===== src/rtl/console_tx.sv =====
// console_tx: memory-mapped console output with exit capture.
//
// The core writes bytes to offset 0x0; they are buffered in a circular FIFO
// and handed to the host-side sink one per out_valid/out_ready handshake.
// A write to offset 0x8 latches an exit code. exit_valid is raised only
// after every byte written before the exit request has been drained.
//
// Ports
//   clk, rst              clock, asynchronous active-high reset
//   req_valid/req_ready   MMIO request handshake
//   req_addr              byte offset (0x0 DATA/STATUS, 0x8 EXIT)
//   req_wen, req_wdata    write enable and write data
//   rsp_valid, rsp_rdata  one-cycle response pulse and read data
//   out_valid/out_ready   byte stream toward the sink
//   out_data              byte at FIFO head
//   exit_valid, exit_code sticky exit indication and latched exit value
//
// state      | meaning
// -----------+--------------------------------------------------------
// RUN        | normal operation, no exit requested
// EXIT_PEND  | exit requested, FIFO still draining, data still accepted
// DONE       | FIFO drained after exit, exit_valid high, writes dropped

module console_tx #(
    parameter int DEPTH = 16
) (
    input  logic        clk,
    input  logic        rst,
    input  logic        req_valid,
    output logic        req_ready,
    input  logic [3:0]  req_addr,
    input  logic        req_wen,
    input  logic [63:0] req_wdata,
    output logic        rsp_valid,
    output logic [63:0] rsp_rdata,
    output logic        out_valid,
    output logic [7:0]  out_data,
    input  logic        out_ready,
    output logic        exit_valid,
    output logic [31:0] exit_code
);

    localparam int AW = $clog2(DEPTH);
    localparam int CW = AW + 1;

    typedef enum logic [1:0] {
        RUN       = 2'd0,
        EXIT_PEND = 2'd1,
        DONE      = 2'd2
    } state_t;

    state_t          state_q;
    logic [AW-1:0]   rd_ptr_q, rd_ptr_d;
    logic [AW-1:0]   wr_ptr_q, wr_ptr_d;
    logic [CW-1:0]   count_q, count_d;
    logic [7:0]      mem_q [DEPTH];
    logic [31:0]     exit_code_q;
    logic            exit_valid_q;
    logic            rsp_valid_q;
    logic [63:0]     rsp_rdata_q, rsp_rdata_d;

    logic is_data, is_exit, full, empty, accept, enq, deq, exit_wr;
    logic [63:0] status;

    // Upper write-data bits carry no meaning for this peripheral.
    logic unused_wdata;
    assign unused_wdata = ^req_wdata[63:32];

    always_comb begin
        is_data   = (req_addr == 4'h0);
        is_exit   = (req_addr == 4'h8);
        full      = (count_q == CW'(DEPTH));
        empty     = (count_q == '0);
        // Only a DATA write into a full FIFO stalls; in DONE data is
        // dropped, so there is nothing to wait for.
        req_ready = !(req_wen && is_data && full && (state_q != DONE));
        accept    = req_valid && req_ready;
        enq       = accept && req_wen && is_data && (state_q != DONE);
        deq       = !empty && out_ready;
        exit_wr   = accept && req_wen && is_exit && (state_q != DONE);

        status        = '0;
        status[0]     = full;
        status[1]     = empty;
        status[2]     = exit_valid_q;
        status[15:8]  = 8'(count_q);

        rsp_rdata_d = '0;
        if (!req_wen) begin
            if (is_data)      rsp_rdata_d = status;
            else if (is_exit) rsp_rdata_d = {32'h0, exit_code_q};
        end

        count_d  = count_q + CW'(enq) - CW'(deq);
        wr_ptr_d = wr_ptr_q + AW'(enq);
        rd_ptr_d = rd_ptr_q + AW'(deq);
    end

    // Storage is not reset; entries are only observable once enqueued.
    always_ff @(posedge clk) begin
        if (enq) mem_q[wr_ptr_q] <= req_wdata[7:0];
    end

    always_ff @(posedge clk or posedge rst) begin
        if (rst) begin
            state_q      <= RUN;
            rd_ptr_q     <= '0;
            wr_ptr_q     <= '0;
            count_q      <= '0;
            exit_code_q  <= '0;
            exit_valid_q <= 1'b0;
            rsp_valid_q  <= 1'b0;
            rsp_rdata_q  <= '0;
        end else begin
            rsp_valid_q <= accept;
            rsp_rdata_q <= accept ? rsp_rdata_d : '0;
            count_q     <= count_d;
            wr_ptr_q    <= wr_ptr_d;
            rd_ptr_q    <= rd_ptr_d;
            case (state_q)
                RUN: begin
                    if (exit_wr) begin
                        exit_code_q <= req_wdata[31:0];
                        state_q     <= EXIT_PEND;
                    end
                end
                EXIT_PEND: begin
                    if (exit_wr) exit_code_q <= req_wdata[31:0];
                    // A same-cycle enqueue means a byte is still owed.
                    if (empty && !enq) begin
                        state_q      <= DONE;
                        exit_valid_q <= 1'b1;
                    end
                end
                DONE: begin
                end
                default: state_q <= RUN;
            endcase
        end
    end

    assign rsp_valid  = rsp_valid_q;
    assign rsp_rdata  = rsp_rdata_q;
    assign out_valid  = !empty;
    assign out_data   = mem_q[rd_ptr_q];
    assign exit_valid = exit_valid_q;
    assign exit_code  = exit_code_q;

endmodule


===== config.mk =====
export PLATFORM = sky130hd
export DESIGN_NAME = console_tx
export DESIGN_NICKNAME = d
export VERILOG_FILES = /design/src/rtl/console_tx.sv
export SDC_FILE = /design/constraint.sdc
export NUM_CORES = 1
export LEC_CHECK = 0
export CAP_MARGIN = 10
export CORE_ASPECT_RATIO = 0.5
export CORE_MARGIN = 3
export CORE_UTILIZATION = 51
export CTS_CLUSTER_DIAMETER = 80
export DETAILED_ROUTE_END_ITERATION = 6
export HOLD_SLACK_MARGIN = 0.02
export PLACE_DENSITY_LB_ADDON = 0.3
export SYNTH_ARGS = -nofsm -noshare
export SYNTH_HDL_FRONTEND = slang
export SYNTH_SLANG_ARGS = --single-unit
export TNS_END_PERCENT = 1

===== constraint.sdc =====
create_clock -name clk -period 3.3 [get_ports clk]
set_input_delay 0.825 -clock clk [delete_from_list [all_inputs] [get_ports clk]]
set_output_delay 0.825 -clock clk [all_outputs]
set_load 0.1 [all_outputs]

==> out/results.txt, run 1 <==
Status = finished clean
Pleak = 4.23 nW
Worst relative slew slack = 0.548
Initial antenna violation count = 0
Num CTS Buffers = 19
Area of the multi-input gates = 0.00217 mm2
Worst skew pair latency = 0.48 ns
Unrepaired setup endpoints after global routing = yes
Max FO, Critical Path = 2
DRC errors left = 0
Antenna cells = 0
Sequential-to-total area share from yosys stat = 0.710
Reg area = 0.00587 mm2
CTS tree = done
Vias/cell = 5.18
Hold Buf Count CTS = 0
Core area = 0.0157 mm2
CTS clk-pin slew, worst paths = 0.06 ns
Share of cells above drive strength 1 = 0.333
First-pass GRT wire length = 25,500 um
Post-DP HPWL = 11,300 um
Gr usage total = 0.188
Hold Slack = 0.507 ns
Period utilisation layout = 0.993
Total number of vias = 4,520
Top_reg_cell synth = edfxtp_1
FILL cells = 1,045
Worst Tran Pin Value = 0.675 ns
Max cap viols = 0
Initial cell density of the core = 0.528
Hold path cells = 1
Io pins = 181
Arrival time at the worst endpoint = 2.45 ns
Synthesis warning total = 0
Cell Pwr Density = 756 mW/mm2
Fin crit period = 3.28 ns
Max Freq = 305 MHz
Syn-to-layout area delta = 25.2%
FP Rows = 32
Die W = 186 um
Postcts setup bufs = 0
Dpl ws = -0.392 ns
Pre-Repair DR Iteration Count = 6
Crit Path Category = primary input to output port
Drt wl/cell = 18.5 um
Clock tree buffer depth = 3
Yosys reg bits = 209
Nets = 724
CP required = 2.47 ns
Netlist Area Pre-Place = 0.00827 mm2
VDD IR max = 541 uV
Mean post-synth cell area = 17.2 um2
Worst setup EP type = output port
Gpl congestion = 0.841
Total gr overflow = 0
Final ANT Viol Nets = 0
Async set-reset flop share out of synthesis = 0.388
Vias in the first global route = 4,691
CTS Sinks = 209
Synth cell types = 36
CTS root buf = clkbuf_16
DR iter-0 viols = 374
Hold Path Class = flip-flop to flip-flop
Die height = 96.0 um
Worst Setup Start Kind = primary input
Port Buffers = 116
R2r worst-path depth = 14
Fin Clk Skew = 0.0138 ns
Final Setup Violations = 0
Final Max Tran Viols = 0
Die area = 0.0179 mm2
Final WS setup = 0.0215 ns
Largest net degree at the start of global routing = 35
Htree depth = 1
WL final = 16,100 um
Final hold violation count = 0
Synthesized instance count = 480
Number of flops mapped to enable cells by yosys = 128
cells in the final DEF, fill, tap and decap left out, types with 2 or more instances in the layout:
cell type / n
a21oi_1: 3
a22oi_1: 23
and2_1: 28
buf_12: 11
buf_4: 108
clkbuf_1: 9
clkbuf_16: 19
clkbuf_8: 2
clkdlybuf4s50_1: 40
clkinv_2: 2
conb_1: 32
dfrtp_1: 80
edfxtp_1: 128
ha_1: 10
inv_1: 9
mux2_2: 32
mux4_2: 32
nand2_1: 13
nand2b_1: 6
nand3_1: 3
nand3b_1: 2
nor2_1: 23
nor2_4: 2
nor2b_1: 3
nor3_1: 6
xnor2_1: 4
xor2_1: 4
what timing repair did:
action / 4_1_cts / 5_1_grt
pin swaps: 1 / 4
resized for setup: 3 / 1
hold endpoints to repair: 0 / 0
setup endpoints to repair: 7 / 8
power breakdown:
group          switching, W  total [W]  leakage (nW)  internal [W]
sequential         0.000128    0.00299          2.24       0.00286
combinational       0.00175    0.00282          1.72       0.00107
clock              0.000894    0.00201         0.269       0.00112
per-stage QoR:
| step | cells | utilization | setup TNS [ns] | power (W) | instance area [um2] |
|---|---|---|---|---|---|
| 2_1_floorplan | 511 | - | 0 | 0.00502 | 8390 |
| 3_3_place_gp | 840 | 0.625 | -0.781 | 0.00586 | 9790 |
| 3_5_place_dp | 840 | 0.625 | -0.966 | 0.00588 | 9790 |
| 4_1_cts | 872 | 0.661 | -0.00673 | 0.00790 | 10400 |
| 5_1_grt | 872 | 0.662 | -0.147 | 0.00814 | 10400 |
| 6_report | 872 | 0.662 | 0 | 0.00783 | 10400 |
layout make-up:
cell class | count | share of cell area
tap | 221 | 0.0267
sequential | 209 | 0.567
multi-input combinational | 240 | 0.210
inverter | 10 | 0.00374
clock buffer | 30 | 0.0518
timing repair buffer | 160 | 0.139
clock inverter | 2 | 0.00157
final timing paths:
check	from	endpoint	slack, ns
setup / recovery	req_addr[1]	req_ready	0.02
hold / removal	exit_code[17]	rsp_rdata[17]	0.51
hold reg to reg	exit_code[17]	rsp_rdata[17]	0.51
setup reg to reg	count_q[2]	count_q[4]	0.35
max in group asynchronous	rst	exit_code[30]	1.86
min in group asynchronous	rst	wr_ptr_q[3]	0.74
cell usage after synthesis, drive strengths merged, types with 7 or more instances:
master	instances	area share
a22oi	23	0.021
and2	28	0.021
buf	40	0.034
clkbuf	12	0.0054
dfrtp	81	0.25
edfxtp	128	0.46
ha	10	0.015
inv	10	0.0045
mux2	32	0.044
mux4	32	0.087
nand2	13	0.0059
nand2b	7	0.0053
nor2	25	0.011
metal layers:
layer,vias to the layer above,global-route usage,routed length (um)
li1,2036,-,-
met1,2259,0.243,6450
met2,206,0.324,7930
met3,19,0.0547,1510
met4,0,0.0372,253
met5,-,0,0
state kept, by name, summed over array words and instances (netlist names):
name        cells
rsp_valid       1
exit_valid      1
rd_ptr_q        4
wr_ptr_q        4
rsp_rdata      32
exit_code      32
count_q         5
state_q         2
mem_q         128
worst max-delay path, cell delays in order:
cell and delay (ns):
clkdlybuf4s50_1 0.41, or4_4 0.57, buf_6 0.14, nor2_4 0.08, nand4_1 0.18, buf_12 0.23
cell families (layout without fill, tap and decap cells):
group / Yosys count / count (layout) / share of synthesized area
mux: 64 / 64 / 0.131
buf+inv: 62 / 202 / 0.0436
xor+xnor: 8 / 8 / 0.00847
fa+ha+maj: 11 / 11 / 0.0175
compound gates: 31 / 31 / 0.0297
simple gates: 94 / 94 / 0.0598
other cells: 1 / 32 / 0.000453
flops: 209 / 209 / 0.710
Note: power is estimated with default switching activity, not from simulation.
==> inputs of run 2 (changes only) <==
--- a/config.mk
+++ b/config.mk
@@ -8,9 +8,11 @@
 export CAP_MARGIN = 10
 export CORE_ASPECT_RATIO = 0.5
 export CORE_MARGIN = 3
-export CORE_UTILIZATION = 51
+export CORE_UTILIZATION = 52
+export CTS_BUF_LIST = sky130_fd_sc_hd__clkbuf_4 sky130_fd_sc_hd__clkbuf_8
 export CTS_CLUSTER_DIAMETER = 80
 export DETAILED_ROUTE_END_ITERATION = 6
+export GPL_ROUTABILITY_DRIVEN = 1
 export HOLD_SLACK_MARGIN = 0.02
 export PLACE_DENSITY_LB_ADDON = 0.3
 export SYNTH_ARGS = -nofsm -noshare
==> run 2 against run 1 <==
  * Count of clock-buffer cells in the layout increased by 14
  * Wire length increased by 0.90%
  * Final cell count decreased by 1.0%
  * Clock skew decreased by 0.0061 ns
  * Highest routed layer unchanged
  * Non-clock buffer count decreased by 4
  * Critical endpoint unchanged
  * Sequential power about the same
==> out/results.txt, run 2 (synthesis results as in run 1) <==
Htree depth = 1 (unchanged)
Clock tree buffer depth = 3 (unchanged)
VDD IR max = 420 uV (-22%)
Initial cell density of the core = 0.551 (+0.0227)
Arrival time at the worst endpoint = 2.42 ns (-0.03 ns)
FP Rows = 31 (-3.1%)
Worst Tran Pin Value = 0.732 ns (+0.0564 ns)
Fin crit period = 3.24 ns (-0.0372 ns)
Post-DP HPWL = 11,400 um (+0.71%)
CTS tree = done
Dpl ws = -0.445 ns (-0.0536 ns)
Fin Clk Skew = 0.00769 ns (-0.00609 ns)
CTS Sinks = 209 (unchanged)
Max cap viols = 0 (unchanged)
DRC errors left = 0 (unchanged)
Initial antenna violation count = 0 (unchanged)
Cell Pwr Density = 752 mW/mm2 (-0.45%)
Syn-to-layout area delta = 24.8%
Hold path start = exit_code[14]
Core Util, Final = 0.687 (+0.0257)
CTS root buf = clkbuf_8
Final WS setup = 0.0588 ns (+0.0372 ns)
Worst setup EP type = output port
Max FO, Critical Path = 2 (unchanged)
Inst Count DP = 810 (-3.6%)
Hold Slack = 0.504 ns (-0.00323 ns)
Max Freq = 309 MHz (+1.1%)
Nets = 729 (+0.69%)
Largest register FFs = 128 (unchanged)
Status = finished clean
Commonest non-fill, non-tap cell in the layout = edfxtp_1
Final hold violation count = 0 (unchanged)
Vias in the first global route = 4,647 (-0.94%)
Hold Buf Count CTS = 0 (unchanged)
Total gr overflow = 0 (unchanged)
R2r setup slk = 0.33 ns (-0.02 ns)
Crit Path Category = primary input to output port
Final ANT Viol Nets = 0 (unchanged)
Hold path cells = 1 (unchanged)
WL final = 16,300 um (+0.90%)
Final Max Tran Viols = 0 (unchanged)
Vias/cell = 5.27 (+1.7%)
Hold Path Class = flip-flop to flip-flop
First-pass GRT wire length = 25,600 um (+0.16%)
Most flop-heavy register = mem_q
Share of cells above drive strength 1 = 0.361 (+0.0276)
Final Non-Filler Cells = 863 (-1.0%)
Largest net degree at the start of global routing = 43 (+23%)
Worst flop-to-flop path startpoint = count_q[2]
Period utilisation layout = 0.982 (-0.0113)
CP required = 2.47 ns (about the same)
Pleak = 4.25 nW (+0.49%)
DR iter-0 viols = 407 (+8.8%)
Die area = 0.0175 mm2 (-1.8%)
Antenna cells = 0 (unchanged)
Pre-Repair DR Iteration Count = 5 (-1)
Total number of vias = 4,549 (+0.64%)
Die W = 184 um (-0.94%)
Port Buffers = 116 (unchanged)
R2r worst-path depth = 14 (unchanged)
Unrepaired setup endpoints after global routing = yes
Final Setup Violations = 0 (unchanged)
Core area = 0.0150 mm2 (-4.1%)
Drt wl/cell = 18.9 um (+2.0%)
Worst relative slew slack = 0.512 (-0.0367)
Gr usage total = 0.190 (+0.00215)
CTS clk-pin slew, worst paths = 0.07 ns (about the same)
Most frequent cells in the layout = 128 x edfxtp_1, 103 x buf_4, 79 x dfrtp_1
RR Endpoint = count_q[4]
Worst Setup Start Kind = primary input
Die height = 95.2 um (-0.91%)
Hold EP = rsp_rdata[14]
Num CTS Buffers = 28 (+9)
Gpl congestion = 0.796 (-5.4%)
Io pins = 181 (unchanged)
Worst skew pair latency = 0.53 ns (+0.05 ns)
==> run 2: layer usage <==
| metal | routed length, um | GRT usage | up-vias | share of wire |
|---|---|---|---|---|
| li1 | - | - | 2061 | - |
| met1 | 6980 | 0.265 | 2267 | 0.43 |
| met2 | 7670 | 0.304 | 197 | 0.47 |
| met3 | 1390 | 0.0526 | 24 | 0.085 |
| met4 | 259 | 0.0440 | 0 | 0.016 |
| met5 | 0 | 0 | - | 0 |
==> run 2: stage by stage <==
step | total power (W) | area [um2] | setup TNS (ns)
6_report | 0.00776 | 10300 | 0
5_1_grt | 0.00811 | 10300 | -0.0104
4_1_cts | 0.00784 | 10300 | 0
3_5_place_dp | 0.00592 | 9720 | -2.70
3_3_place_gp | 0.00589 | 9720 | -1.50
2_1_floorplan | 0.00502 | 8390 | 0
==> run 2: power breakdown <==
group	switching, W	internal (W)	total (W)	leakage, nW
Combinational	0.00175	0.00111	0.00286	1.71
Clock	0.000892	0.00101	0.00190	0.302
Sequential	0.000137	0.00286	0.00300	2.24
Total	0.00278	0.00498	0.00776	4.25
==> run 2: worst max-delay path, stage by stage <==
cell and delay, ns:
clkdlybuf4s50_1 0.43, or4_4 0.54, buf_4 0.16, nor2_4 0.08
nand4_1 0.16, buf_12 0.22
==> run 2: worst max path at each step <==
stage                           start          to  slack (ns)  cells past startpoint
after floorplan           req_addr[2]  count_q[4]        0.02                     12
after global placement    req_addr[2]  count_q[4]       -0.40                     13
after detailed placement  req_addr[2]  count_q[4]       -0.45                     13
after CTS                 req_addr[0]   req_ready        0.03                      6
after global routing      req_addr[0]   req_ready       -0.01                      6
final                     req_addr[0]   req_ready        0.06                      6
==> run 2: timing repair <==
item | 4_1_cts | 5_1_grt
resized for setup | 2 | 4
buffers inserted | 2 | 1
endpoints found under the setup margin | 7 | 4
pin swaps | 2 | 4
cloned | 0 | 0
==> run 2: cell type report <==
cell class / count / area, um2
fill: 989 / 4690
clock buffer: 44 / 524
inverter: 10 / 38.8
tap: 198 / 248
clock inverter: 6 / 31.3
multi-input combinational: 240 / 2180
sequential: 209 / 5870
timing repair buffer: 156 / 1430
==> RTL edit 1: new RTL, config.mk and constraints of run 2 <==
Change the parameter `DEPTH` from 16 to 8.
--- a/src/rtl/console_tx.sv
+++ b/src/rtl/console_tx.sv
@@ -24,3 +24,3 @@
 module console_tx #(
-    parameter int DEPTH = 16
+    parameter int DEPTH = 8
 ) (
Check against the original RTL: no difference found for any inputs over 4 cycles, from zero or initial values and one cycle with rst high; that may be too few to reach the edited logic, so the function may still have changed.
==> RTL edit 1 against run 2 <==
Sequential cell count down 67; final area is 28% lower; clock power fell by 28%; cell count is 27% lower; wire length down 31%; via count shrank 30%; area after synthesis fell by 28%; total power fell by 34%; register-to-register slack better by 0.70 ns; setup slack improved by 0.31 ns; fmax up 10%; critical endpoint is now out_data[7]; largest power group unchanged.
==> RTL edit 1: results (changes against run 2) <==
qor: outcome.result_of_the_run completed
qor: timing.fin_skew 0.00817 ns [+0.000485 ns]
qor: layout.largest_register_ff_count 64 [-50%]
qor: clock_tree.ctsResizeCount 0 [-2]
qor: layout.num-fill-cells 702 [-29%]
qor: placed_design.place.gp.congestion 0.723 [-9.2%]
qor: critical_path.ff2ff_path_depth 10 [-4]
qor: synth.netlist_instances 340 [-29%]
qor: synth.synth_compound_area_share 0.781% [-2.2 points]
qor: synth.part_of_the_yosys_area_used_for_sequential_elements 65.3% [-5.7 points]
qor: clock_tree.insertion_delay 0.43 ns [-0.10 ns]
qor: synth.number_of_enable_flip_flop_cells_after_synthesis 64 [-50%]
qor: route.routed_wl 11200 microns [-31%]
qor: synth.mux_share_of_post_synthesis_cell_area 17.4% [+4.3 points]
qor: synth.synthArstFlopShare 54.9% [+16 points]
qor: route.num_vias 3199 [-30%]
qor: route.detailedRoute.firstPassIterationCount 4 [-1]
qor: critical_path.reg2reg_to count_q[3]
qor: placed_design.placed_cells 600 [-26%]
qor: critical_path.regToRegSetupSlack 1.03 ns [+0.70 ns]
qor: critical_path.critPathMaxFanout 17 [+15]
qor: synth.synth_area_leaders sky130_fd_sc_hd__dfrtp_1, sky130_fd_sc_hd__edfxtp_1, sky130_fd_sc_hd__mux2_4
qor: placed_design.post-dp-hpwl 7590 microns [-33%]
qor: route.detailedRoute.firstIterationViolations 174 [-57%]
qor: synth.synth_adder_area_share 2.45% [+0.69 points]
qor: power.peakVddDrop 0.000602 V [+43%]
qor: global_route.grt_use_total 18.6% [-0.36 points]
qor: synth.synth_commonest_cells sky130_fd_sc_hd__dfrtp_1, sky130_fd_sc_hd__edfxtp_1, sky130_fd_sc_hd__buf_4, sky130_fd_sc_hd__mux2_4, sky130_fd_sc_hd__and2_1
qor: timing.worst_slew_pin_slew 0.736 ns [+0.00455 ns]
-- RTL edit 1: cell types whose count changed in the layout (fill, tap and decap cells not counted), moves of 7 or more --
cell                       before  now
sky130_fd_sc_hd__a22oi_1       23    0
sky130_fd_sc_hd__nand2_1       13    6
sky130_fd_sc_hd__nor2_1        23    5
sky130_fd_sc_hd__buf_4        103   82
sky130_fd_sc_hd__mux4_1         0   16
sky130_fd_sc_hd__mux4_2        32    0
sky130_fd_sc_hd__edfxtp_1     128   64
sky130_fd_sc_hd__mux2_4         0   29
sky130_fd_sc_hd__clkbuf_8      31   17
sky130_fd_sc_hd__clkbuf_4      13    3
sky130_fd_sc_hd__mux2_2        32   11
-- RTL edit 1: cells by family after synthesis --
logic type      count (synthesis)
simple gates                   59
mux                            61
flops                         142
compound gates                  7
other cells                     1
xor+xnor                        4
fa+ha+maj                      11
buf+inv                        55
-- RTL edit 1: per-layer routing --
metal  track usage, %  vias to the layer above  wire length (microns)
met5                0                        -                      0
met4             4.16                        0                     51
met3             7.32                        5                    922
met2             30.3                      132                   5560
met1             24.2                     1609                   4700
li1                 -                     1453                      -
-- RTL edit 1: through the flow --
stage               power [mW]  hold WS, ns
global route              5.31        0.543
finish                    5.09        0.511
global placement          3.74        0.486
detailed placement        3.77        0.497
CTS                       5.13        0.514
floorplan                 3.29        0.477
-- RTL edit 1: area by class of cell --
type,count,share of cell area [%]
Timing Repair Buffer,133,16.5
Multi-Input combinational cell,174,23.5
Clock buffer,20,3.43
Inverter,11,0.569
Sequential cell,142,51.8
Clock inverter,12,1.84
Tap cell,140,2.34
-- RTL edit 1: critical path, stage by stage (launching register included) --
cell and delay [ns]:
sky130_fd_sc_hd__dfrtp_1 0.78, sky130_fd_sc_hd__mux4_1 0.42, sky130_fd_sc_hd__mux2_2 0.31, sky130_fd_sc_hd__buf_12 0.17
-- RTL edit 1: power groups by stage --
stage | Combinational, mW | Clock [mW] | Sequential (mW)
after CTS | 1.74 | 1.40 | 2.00
after global placement | 1.71 | 0 | 2.03
after floorplan | 1.31 | 0 | 1.97
after detailed placement | 1.73 | 0 | 2.04
final | 1.72 | 1.37 | 1.99
after global routing | 1.81 | 1.50 | 2.01
-- RTL edit 1: worst min-delay path by stage --
stage / depth (start not counted) / end / startpoint / slack (ns)
floorplan: 1 / rd_ptr_q[1] / rd_ptr_q[1] / 0.48
global placement: 1 / rsp_rdata[20] / exit_code[20] / 0.49
detailed placement: 1 / rsp_rdata[20] / exit_code[20] / 0.50
CTS: 1 / rsp_rdata[20] / exit_code[20] / 0.51
global route: 1 / rsp_rdata[13] / exit_code[13] / 0.54
finish: 1 / rsp_rdata[19] / exit_code[19] / 0.51
==> RTL edit 2: new RTL, flow settings as in run 2 <==
Without the edit above. Take the reset off `rsp_rdata_q` and load it in a clocked block of its own.
--- a/src/rtl/console_tx.sv
+++ b/src/rtl/console_tx.sv
@@ -112,6 +112,4 @@
             rsp_valid_q  <= 1'b0;
-            rsp_rdata_q  <= '0;
         end else begin
             rsp_valid_q <= accept;
-            rsp_rdata_q <= accept ? rsp_rdata_d : '0;
             count_q     <= count_d;
@@ -141,2 +139,6 @@
 
+    always_ff @(posedge clk) begin
+        rsp_rdata_q <= accept ? rsp_rdata_d : '0;
+    end
+
     assign rsp_valid  = rsp_valid_q;
Behaviour: not the same (a bounded check fails within 4 cycles, from zero or initial values and one cycle with rst high).
==> RTL edit 2 against run 2 <==
Final area up 0.17%; setup slack better by 0.084 ns; first-iteration DRC count down 11%; total power up 18%; utilization down 2.4 points; cell count up 0.35%; area after synthesis up 0.91%; wire length down 0.58%; critical path depth down 1; sequential cell count unchanged; register-to-register slack better by 0.13 ns; critical endpoint is now out_data[3].
==> RTL edit 2: results (changes against run 2) <==
qor: outcome.result_of_the_run completed
qor: layout.post_route_cells_drive_above_1_share 35.0% [-1.0 points]
qor: global_route.wire_length_of_the_first_global_routing_pass 25500 microns [-0.43%]
qor: global_route.first_global_vias 4765 [+2.5%]
qor: power.switching_power_summed_over_all_nets 3.70 mW [+33%]
qor: route.detailedRoute.firstPassIterationCount 5 [unchanged]
qor: route.detailedRoute.firstIterationViolations 364 [-11%]
qor: synth.postSynthAreaPerCell 17.3 sq um [+0.28%]
qor: synth.part_of_the_yosys_area_used_for_sequential_elements 68.4% [-2.6 points]
qor: power.p_leak 4.09 nW [-3.7%]
qor: critical_path.critPathKind flop to output pin
qor: critical_path.cp.arrival 2.33 ns [-0.09 ns]
qor: timing.relSlewSlack 43.0% [-8.2 points]
qor: timing.fin_skew 0.0162 ns [+0.00848 ns]
qor: clock_tree.clk_root_buffer_cell sky130_fd_sc_hd__clkbuf_8
qor: critical_path.startpoint rd_ptr_q[0]
qor: route.num_vias 4485 [-1.4%]
qor: critical_path.timing.critical_path.slowest_stage_cell sky130_fd_sc_hd__mux4_2
qor: synth.synth_commonest_cells sky130_fd_sc_hd__edfxtp_1, sky130_fd_sc_hd__dfrtp_1, sky130_fd_sc_hd__buf_4, sky130_fd_sc_hd__dfxtp_1, sky130_fd_sc_hd__mux4_2
qor: placed_design.placed_cells 813 [+0.37%]
qor: clock_tree.cts_buffers 29 [+3.6%]
qor: placed_design.place.gp.congestion 0.724 [-9.0%]
qor: route.met2_wirelength 7650 microns [-0.17%]
qor: placed_design.post-dp-hpwl 10900 microns [-3.9%]
qor: layout.layoutNonFillerInstCount 866 [+0.35%]
qor: global_route.grt_antenna_before_repair 0 [unchanged]
qor: synth.synth_area_leaders sky130_fd_sc_hd__edfxtp_1, sky130_fd_sc_hd__dfrtp_1, sky130_fd_sc_hd__mux4_2
qor: route.routed-wl-met3 1570 microns [+13%]
qor: critical_path.critPathMaxFanout 17 [+15]
qor: layout.layout.nets 725 [-0.55%]
qor: route.wl_met1 6750 microns [-3.3%]
qor: hold_path.timing.hold.worst.start exit_code[29]
qor: timing.finalCritPeriodShare 95.7% [-2.5 points]
qor: clock_tree.cts_post_setup_buffers_inserted 0 [-2]
qor: global_route.grt_max_degree 42 [-2.3%]
[RTL edit 2: changes by cell type after synthesis, moves of 4 or more]
cell / run 2 / this run
sky130_fd_sc_hd__mux2_2: 32 / 0
sky130_fd_sc_hd__nand3_1: 3 / 7
sky130_fd_sc_hd__mux2_4: 0 / 30
sky130_fd_sc_hd__clkbuf_1: 12 / 5
sky130_fd_sc_hd__dfxtp_1: 0 / 32
sky130_fd_sc_hd__nor2_1: 25 / 20
sky130_fd_sc_hd__dfrtp_1: 81 / 49
[RTL edit 2: kinds of logic after synthesis]
group / synth area share [%]
AOI/OAI and AO/OA: 2.70
adders and majority gates: 1.74
xor gates and xnor gates: 0.839
other: 0.0449
and+or+nand+nor: 6.48
DFF: 68.4
buffers and inverters: 5.47
muxes: 14.3
[RTL edit 2: final timing paths]
path	endpoint	depth (start not counted)	slack [ns]
worst max register to register	count_q[4]	14	0.46
max in group asynchronous	exit_valid	3	1.84
worst max-delay path	out_data[3]	5	0.14
worst min register to register	rsp_rdata[29]	1	0.50
min in group asynchronous	exit_code[4]	2	0.80
worst min-delay path	rsp_rdata[29]	1	0.50
[RTL edit 2: cell type report]
class	count	area [sq um]
Sequential cell	209	5710
Clock buffer	43	517
Tap cell	204	255
Multi-Input combinational cell	238	2310
Inverter	12	45.0
Timing Repair Buffer	151	1400
Clock inverter	9	91.3
Fill cell	1060	5240
[RTL edit 2: metal layers]
layer | vias to the layer above | global-route usage (%)
met5 | - | 0
met4 | 0 | 4.80
met3 | 19 | 5.79
met2 | 196 | 30.3
met1 | 2217 | 25.3
li1 | 2053 | -
[RTL edit 2: metrics by stage]
step	setup TNS (ns)	setup WS (ns)
after global placement	-0.0989	-0.0989
final	0	0.143
after global routing	0	0.0220
after detailed placement	-0.160	-0.133
after floorplan	0	0.267
after CTS	0	0.0292
[RTL edit 2: repair_timing]
action	4_1_cts	5_1_grt
setup endpoints to repair	0	2
gates resized for setup	0	2
hold buffers	0	0
[RTL edit 2: power by group through the flow]
stage	Clock (mW)	Combinational, mW	Sequential, mW
after floorplan	0	2.13	3.94
after global placement	0	3.86	3.22
after detailed placement	0	3.90	3.23
after CTS	2.10	3.91	3.17
after global routing	2.23	4.10	3.22
final	2.07	3.92	3.19
[RTL edit 2: critical path, delay by kind of cell (launching register included)]
kind | cells | cell delay [ns]
AOI/OAI and AO/OA | 1 | 0.26
buffers and inverters | 2 | 0.40
DFF | 1 | 0.45
muxes | 1 | 0.53
and+or+nand+nor | 1 | 0.15
